<file path="config.mk">
export PLATFORM = sky130hd
export DESIGN_NAME = dct8_row_pipe
export DESIGN_NICKNAME = d
export VERILOG_FILES = /design/src/rtl/dct_pkg.sv /design/src/rtl/dct_round_sat.sv /design/src/rtl/dct8_row_pipe.sv
export SDC_FILE = /design/constraint.sdc
export NUM_CORES = 2
export LEC_CHECK = 0
export CAP_MARGIN = 20
export CORE_ASPECT_RATIO = 1.25
export CORE_MARGIN = 1
export CORE_UTILIZATION = 55
export CTS_CLUSTER_DIAMETER = 40
export DETAILED_ROUTE_END_ITERATION = 12
export PLACE_DENSITY = 0.74
export SYNTH_ARGS = -nofsm -noshare
export SYNTH_HDL_FRONTEND = slang
export SYNTH_HIERARCHICAL = 1
export SYNTH_SLANG_ARGS = --single-unit
</file>
<file path="constraint.sdc">
create_clock -name i_clk -period 5.42 [get_ports i_clk]
set_input_delay 1.084 -clock i_clk [delete_from_list [all_inputs] [get_ports i_clk]]
set_output_delay 1.084 -clock i_clk [all_outputs]
set_load 0.1 [all_outputs]
</file>
<file path="src/rtl/dct_pkg.sv">
// dct_pkg: lifting constants, default widths and output lane order shared by the DCT row pipe
package dct_pkg;
  localparam int IN_W_DEF = 11;
  localparam int FRAC_DEF = 4;
  localparam int OUT_W_DEF = 14;
  localparam int K38_M = 3;
  localparam int K38_S = 3;
  localparam int K58_M = 5;
  localparam int K58_S = 3;
  localparam int K78_M = 7;
  localparam int K78_S = 3;
  localparam int K18_S = 3;
  localparam int K12_S = 1;
  localparam int PERM [8] = '{0, 7, 3, 6, 1, 5, 2, 4};
endpackage

</file>
<file path="src/rtl/dct_round_sat.sv">
// dct_round_sat: round half up by FRAC bits, then clip to OUT_W signed with a clip flag
module dct_round_sat #(
  parameter int FRAC = 4,
  parameter int INT_W = 19,
  parameter int OUT_W = 14
) (
  input  logic signed [INT_W-1:0] e_i,
  output logic signed [OUT_W-1:0] y_o,
  output logic                    sat_o
);
  localparam int QW = INT_W - FRAC + 1;
  localparam logic signed [QW-1:0] MAXV = QW'((2 ** (OUT_W - 1)) - 1);
  localparam logic signed [QW-1:0] MINV = -MAXV - QW'(1);
  logic signed [INT_W:0] sum;
  logic signed [QW-1:0] q;
  logic hi, lo;
  assign sum = (INT_W+1)'(e_i) + (INT_W+1)'(2 ** (FRAC - 1));
  assign q = QW'(sum >>> FRAC);
  assign hi = q > MAXV;
  assign lo = q < MINV;
  assign y_o = hi ? MAXV[OUT_W-1:0] : lo ? MINV[OUT_W-1:0] : q[OUT_W-1:0];
  assign sat_o = hi | lo;
endmodule

</file>
<file path="src/rtl/dct8_row_pipe.sv">
// dct8_row_pipe: five-stage lifting 8-point DCT on one row per cycle, global-enable valid/ready stall
module dct8_row_pipe
  import dct_pkg::*;
#(
  parameter int IN_W = IN_W_DEF,
  parameter int FRAC = FRAC_DEF,
  parameter int OUT_W = OUT_W_DEF,
  parameter int INT_W = IN_W + FRAC + 4
) (
  input  logic                    i_clk,
  input  logic                    i_rst,
  input  logic                    i_valid,
  output logic                    o_ready,
  input  logic signed [IN_W-1:0]  i_data0,
  input  logic signed [IN_W-1:0]  i_data1,
  input  logic signed [IN_W-1:0]  i_data2,
  input  logic signed [IN_W-1:0]  i_data3,
  input  logic signed [IN_W-1:0]  i_data4,
  input  logic signed [IN_W-1:0]  i_data5,
  input  logic signed [IN_W-1:0]  i_data6,
  input  logic signed [IN_W-1:0]  i_data7,
  output logic                    o_valid,
  input  logic                    i_ready,
  output logic signed [OUT_W-1:0] o_data0,
  output logic signed [OUT_W-1:0] o_data1,
  output logic signed [OUT_W-1:0] o_data2,
  output logic signed [OUT_W-1:0] o_data3,
  output logic signed [OUT_W-1:0] o_data4,
  output logic signed [OUT_W-1:0] o_data5,
  output logic signed [OUT_W-1:0] o_data6,
  output logic signed [OUT_W-1:0] o_data7,
  output logic                    o_sat
);
  typedef logic signed [INT_W-1:0] w_t;
  localparam int PW = INT_W + 3;
  // constant multiply by 3/5/7 as shift-add, kept 3 bits wider so the product cannot wrap before the shift
  function automatic w_t kmul(input w_t x, input int m, input int s);
    logic signed [PW-1:0] xw, p;
    xw = PW'(x);
    p = (m == 7) ? (xw <<< 3) - xw : (m == 5) ? (xw <<< 2) + xw : (xw <<< 1) + xw;
    return w_t'(p >>> s);
  endfunction
  w_t x [8];
  w_t a_d [8], a_q [8], b_d [8], b_q [8], c_d [8], c_q [8], d_d [8], d_q [8], e [8];
  logic signed [OUT_W-1:0] y_rs [8], y_q [8];
  logic [7:0] sat_rs;
  logic [3:0] v_q;
  logic o_valid_q, sat_q, en;
  assign en = !o_valid_q || i_ready;
  assign o_ready = en;
  assign x[0] = w_t'(i_data0);
  assign x[1] = w_t'(i_data1);
  assign x[2] = w_t'(i_data2);
  assign x[3] = w_t'(i_data3);
  assign x[4] = w_t'(i_data4);
  assign x[5] = w_t'(i_data5);
  assign x[6] = w_t'(i_data6);
  assign x[7] = w_t'(i_data7);
  always_comb begin
    for (int i = 0; i < 4; i++) begin
      a_d[i] = x[i] + x[7-i];
      a_d[7-i] = x[i] - x[7-i];
    end
    b_d[0] = (a_q[0] + a_q[3]) <<< FRAC;
    b_d[1] = (a_q[1] + a_q[2]) <<< FRAC;
    b_d[2] = (a_q[1] - a_q[2]) <<< FRAC;
    b_d[3] = (a_q[0] - a_q[3]) <<< FRAC;
    b_d[4] = a_q[4] <<< FRAC;
    b_d[5] = a_q[5] <<< FRAC;
    b_d[6] = (a_q[6] <<< FRAC) + kmul(a_q[5] <<< FRAC, K38_M, K38_S);
    b_d[7] = a_q[7] <<< FRAC;
    c_d[0] = b_q[0] + b_q[1];
    c_d[1] = b_q[1];
    c_d[2] = b_q[2] - kmul(b_q[3], K38_M, K38_S);
    c_d[3] = b_q[3];
    c_d[4] = b_q[4];
    c_d[5] = kmul(b_q[6], K58_M, K58_S) - b_q[5];
    c_d[6] = b_q[7] - b_q[6];
    c_d[7] = b_q[6] + b_q[7];
    d_d = c_q;
    d_d[1] = (c_q[0] >>> K12_S) - c_q[1];
    d_d[3] = c_q[3] + kmul(c_q[2], K38_M, K38_S);
    d_d[4] = c_q[4] + c_q[5] - (c_q[7] >>> K18_S);
    d_d[5] = c_q[4] - c_q[5] + kmul(c_q[6], K78_M, K78_S);
    e = d_q;
    e[6] = d_q[6] - (d_q[5] >>> K12_S);
  end
  for (genvar k = 0; k < 8; k++) begin : g_rs
    dct_round_sat #(.FRAC(FRAC), .INT_W(INT_W), .OUT_W(OUT_W)) u_rs (
      .e_i(e[k]), .y_o(y_rs[k]), .sat_o(sat_rs[k])
    );
  end
  always_ff @(posedge i_clk) begin
    if (i_rst) begin
      v_q <= '0;
      o_valid_q <= 1'b0;
      sat_q <= 1'b0;
      a_q <= '{default: '0};
      b_q <= '{default: '0};
      c_q <= '{default: '0};
      d_q <= '{default: '0};
      y_q <= '{default: '0};
    end else if (en) begin
      v_q <= {v_q[2:0], i_valid};
      o_valid_q <= v_q[3];
      sat_q <= v_q[3] && |sat_rs;
      a_q <= a_d;
      b_q <= b_d;
      c_q <= c_d;
      d_q <= d_d;
      for (int j = 0; j < 8; j++) y_q[j] <= y_rs[PERM[j]];
    end
  end
  assign o_valid = o_valid_q;
  assign o_sat = sat_q;
  assign o_data0 = y_q[0];
  assign o_data1 = y_q[1];
  assign o_data2 = y_q[2];
  assign o_data3 = y_q[3];
  assign o_data4 = y_q[4];
  assign o_data5 = y_q[5];
  assign o_data6 = y_q[6];
  assign o_data7 = y_q[7];
endmodule

</file>
==> impl_metrics.csv <==
group,metric,value,unit
power,p_int,15.3,mW
power,pwr-share-clk,18.2,%
critical_path,critical_path_class,"flip-flop to flip-flop",
run_status,result_of_the_run,"complete, no violations",
drt,detail_routed_net_length_per_standard_cell,16.9,um
global_route,global_route_track_usage_on_met3,2.95,%
floorplan,die-area,74100,um^2
synth,syn-cell-area,40200,um^2
synth,yosys_warnings,6,
global_route,first_global_vias,33500,
drt,avgViaCountPerCell,5.67,
hold_path,timing.hold.worst_endpoint,"o_data5[8]",
synth,syn-instance-count,5257,
clock_tree,cts-root-buf,"sky130_fd_sc_hd__clkbuf_16",
critical_path,path_buf_inv,1,
global_route,grt_most_used_layer,"met2",
global_route,grt_first_pass_wirelength,174,mm
floorplan,floorplan.io_pins,207,
sta,hold_viol,0,
sta,setup_failing_eps_final,0,
global_route,grt_util_all_layers,28.5,%
clock_tree,cts.htree.levels,3,
sta,finalClockSkew,0.0268,ns
critical_path,worst_ep_required_time,5.95,ns
power,vdd_drop_max,491,uV
floorplan,start_util,55.7,%
global_route,globalRouteMet2Util,47.9,%
critical_path,slack_of_the_worst_reg_to_reg_path,0.64,ns
floorplan,rows,110,
global_route,grt_start_max_net_pins,203,
drt,detailedRoute.firstPassIterationCount,5,
power,power_frac_seq,22.4,%
drt,first_iter_violations,2202,
finish,drive_gt1_share,6.14,%
critical_path,worstSetupEndpointType,"flip-flop",
critical_path,critical_r2r_capture,"o_sat",
sta,fmax,0.209,GHz
placement,gp_congestion,0.936,
critical_path,critical_path.reg2reg.startpoint,"d_q[41]",
sta,timing.final.max_slew_violations,0,
sta,fin_crit,4.78,ns
global_route,groute.layer.met1.usage,37.9,%
power,power_frac_comb,59.4,%
critical_path,crit_path_cell_trace,"inv_1 -> ha_1 -> nor2b_1 -> o21ai_0 -> a21boi_0 -> o21ai_1 -> a21oi_1 -> or2_2 -> a21o_1 -> a2111oi_0 -> nor3_1 -> xor2_2 -> nand4_4 -> or4_1 -> a21oi_1 -> o21ai_0 -> o31ai_1 -> nor4_1 -> nand3_1 -> o21ai_0 -> nor3_1",
floorplan,die_h,304,um
drt,detail_route.drc_violations,0,
clock_tree,clock_latency,0.64,ns
power,netSwitchingPower,13.9,mW
finish,nets,5856,
sta,setup_total_negative_slack,0,ns
drt,drt_wl_total,107,mm
finish,antennaDiodeCount,0,
drt,vias,36000,
drt,ant_nets,0,
critical_path,startpoint_type,"flip-flop",
clock_tree,post_cts.repair.setup_buffers,0,
placement,hpwl,80.4,mm
clock_tree,cts_inserted_buffers,81,
clock_tree,cts.path.max_buffers,3,
sta,slew_headroom,28.9,%
critical_path,timing.reg2reg.worst_path_depth,21,
clock_tree,cts_sinks,564,
placement,io_buffer_count,206,
sta,timing.final.ws_setup,0.641,ns
critical_path,timing.critical_path.mode_cell,"sky130_fd_sc_hd__o21ai_0",
power,leakagePower,19.3,nW
critical_path,max_stage_delay,0.54,ns
critical_path,timing.critical_path.slowest_stage_cell,"sky130_fd_sc_hd__or4_1",
global_route,antenna_found_initial,0,
power,power_switching_share,47.6,%
sta,rsz_0062_raised_after_global_routing,"false",
power,power.total,29.2,mW
placement,preCtsSetupSlack,0.684,ns
floorplan,fp.dieW,244,um
clock_tree,holdBufCountCts,0,
hold_path,hp-class,"flip-flop to flip-flop",
clock_tree,clock_tree_from_tritoncts,"built",
clock_tree,post_cts_resized,0,
hold_path,hold_path_depth,2,
global_route,globalRouteOverflowTotal,0,
sta,tightest_slew,1.06,ns
critical_path,crit_path_max_fanout,5,
synth,synth.avg_cell_area,7.64,um^2
clock_tree,clkSlewWorstSetupHoldPaths,0.06,ns
critical_path,worst_path_dominant_cell_family,"compound AO/OA/AOI/OAI gates",
sta,timing.final.crit_share,88.2,%
floorplan,core_area,72100,um^2
finish,syn_to_final_growth,13.3,%
power,power.density_cell_area,642,nW/um^2
job,max_cap_violations,0,
hold_path,worst_hold_startpoint,"o_data5[8]",
critical_path,timing.critical_path.arrival,5.31,ns
-- final cells by class --
| type | count | area, um^2 |
|---|---|---|
| flip-flops and latches | 564 | 11300 |
| inverters | 423 | 1600 |
| multi-input cells | 4031 | 26400 |
| clock buffers | 92 | 2130 |
| fillers | 6578 | 26600 |
| well taps | 952 | 1190 |
| clock inverters | 56 | 627 |
| repair buffers | 229 | 2280 |
-- cells in the final DEF (no fill, tap or decap), drive strengths merged, types with 30 or more instances in the layout --
master         instances
a211oi               115
nand3                118
xnor2                207
nand2                961
nand2b                44
ha                   381
clkdlybuf4s50        203
o21ai                280
a21o                  70
o21bai                59
and3                  34
clkbuf                92
o31ai                 35
fa                    53
clkinv                31
dfxtp                564
xor2                 107
nand4                 51
nor3                  93
nor2                 283
inv                  436
nor2b                 42
a21oi                691
or3                   30
-- layer usage --
metal,vias up,routed length (um),share of wire (%)
met5,-,0,0
met4,0,2940,2.7
met3,135,4880,4.5
met2,842,50600,47
met1,16700,48900,46
li1,18300,-,-
-- power groups by stage --
stage / sequential [mW] / clock (mW) / combinational [mW]
3_3_place_gp: 6.60 / 0 / 16.9
5_1_grt: 6.71 / 5.58 / 19.2
6_report: 6.55 / 5.32 / 17.3
4_1_cts: 6.54 / 5.40 / 17.3
2_1_floorplan: 7.86 / 0 / 12.0
3_5_place_dp: 6.63 / 0 / 17.1
-- worst max-delay path by stage --
stage,from,to,cells past startpoint
3_3_place_gp,d_q[41],o_sat,21
6_report,d_q[41],o_sat,21
2_1_floorplan,d_q[41],o_sat,21
5_1_grt,d_q[41],o_sat,21
4_1_cts,d_q[41],o_sat,21
3_5_place_dp,d_q[41],o_sat,21
-- through the flow --
step                      instance area, um^2  hold slack [ns]  util, %  instances
after CTS                               45500            0.450     63.1       6347
after global routing                    45500            0.468     63.1       6347
after detailed placement                42800            0.444     59.3       6199
after floorplan                         40200            0.420        -       5259
after global placement                  42800            0.437     59.3       6199
final                                   45500            0.448     63.1       6347
-- worst reg2reg max path: cells and delay by family, from the launching register on --
| kind | cells | cell delay [ns] |
|---|---|---|
| flip-flops | 1 | 0.43 |
| XOR/XNOR | 1 | 0.28 |
| AND/OR/NAND/NOR | 8 | 1.70 |
| AO/OA/AOI/OAI | 10 | 1.90 |
| buffers and inverters | 1 | 0.09 |
| adder cells (fa/ha/maj) | 1 | 0.28 |
-- sequential cells by signal, indices dropped and copies added, names as in the netlist, 4 cells and up --
name,flops
o_data2,14
o_data5,14
d_q,130
o_data0,14
c_q,123
v_q,4
o_data4,14
o_data6,14
a_q,92
o_data3,14
b_q,101
o_data7,14
o_data1,14
Power figures use the tool's default switching activity.
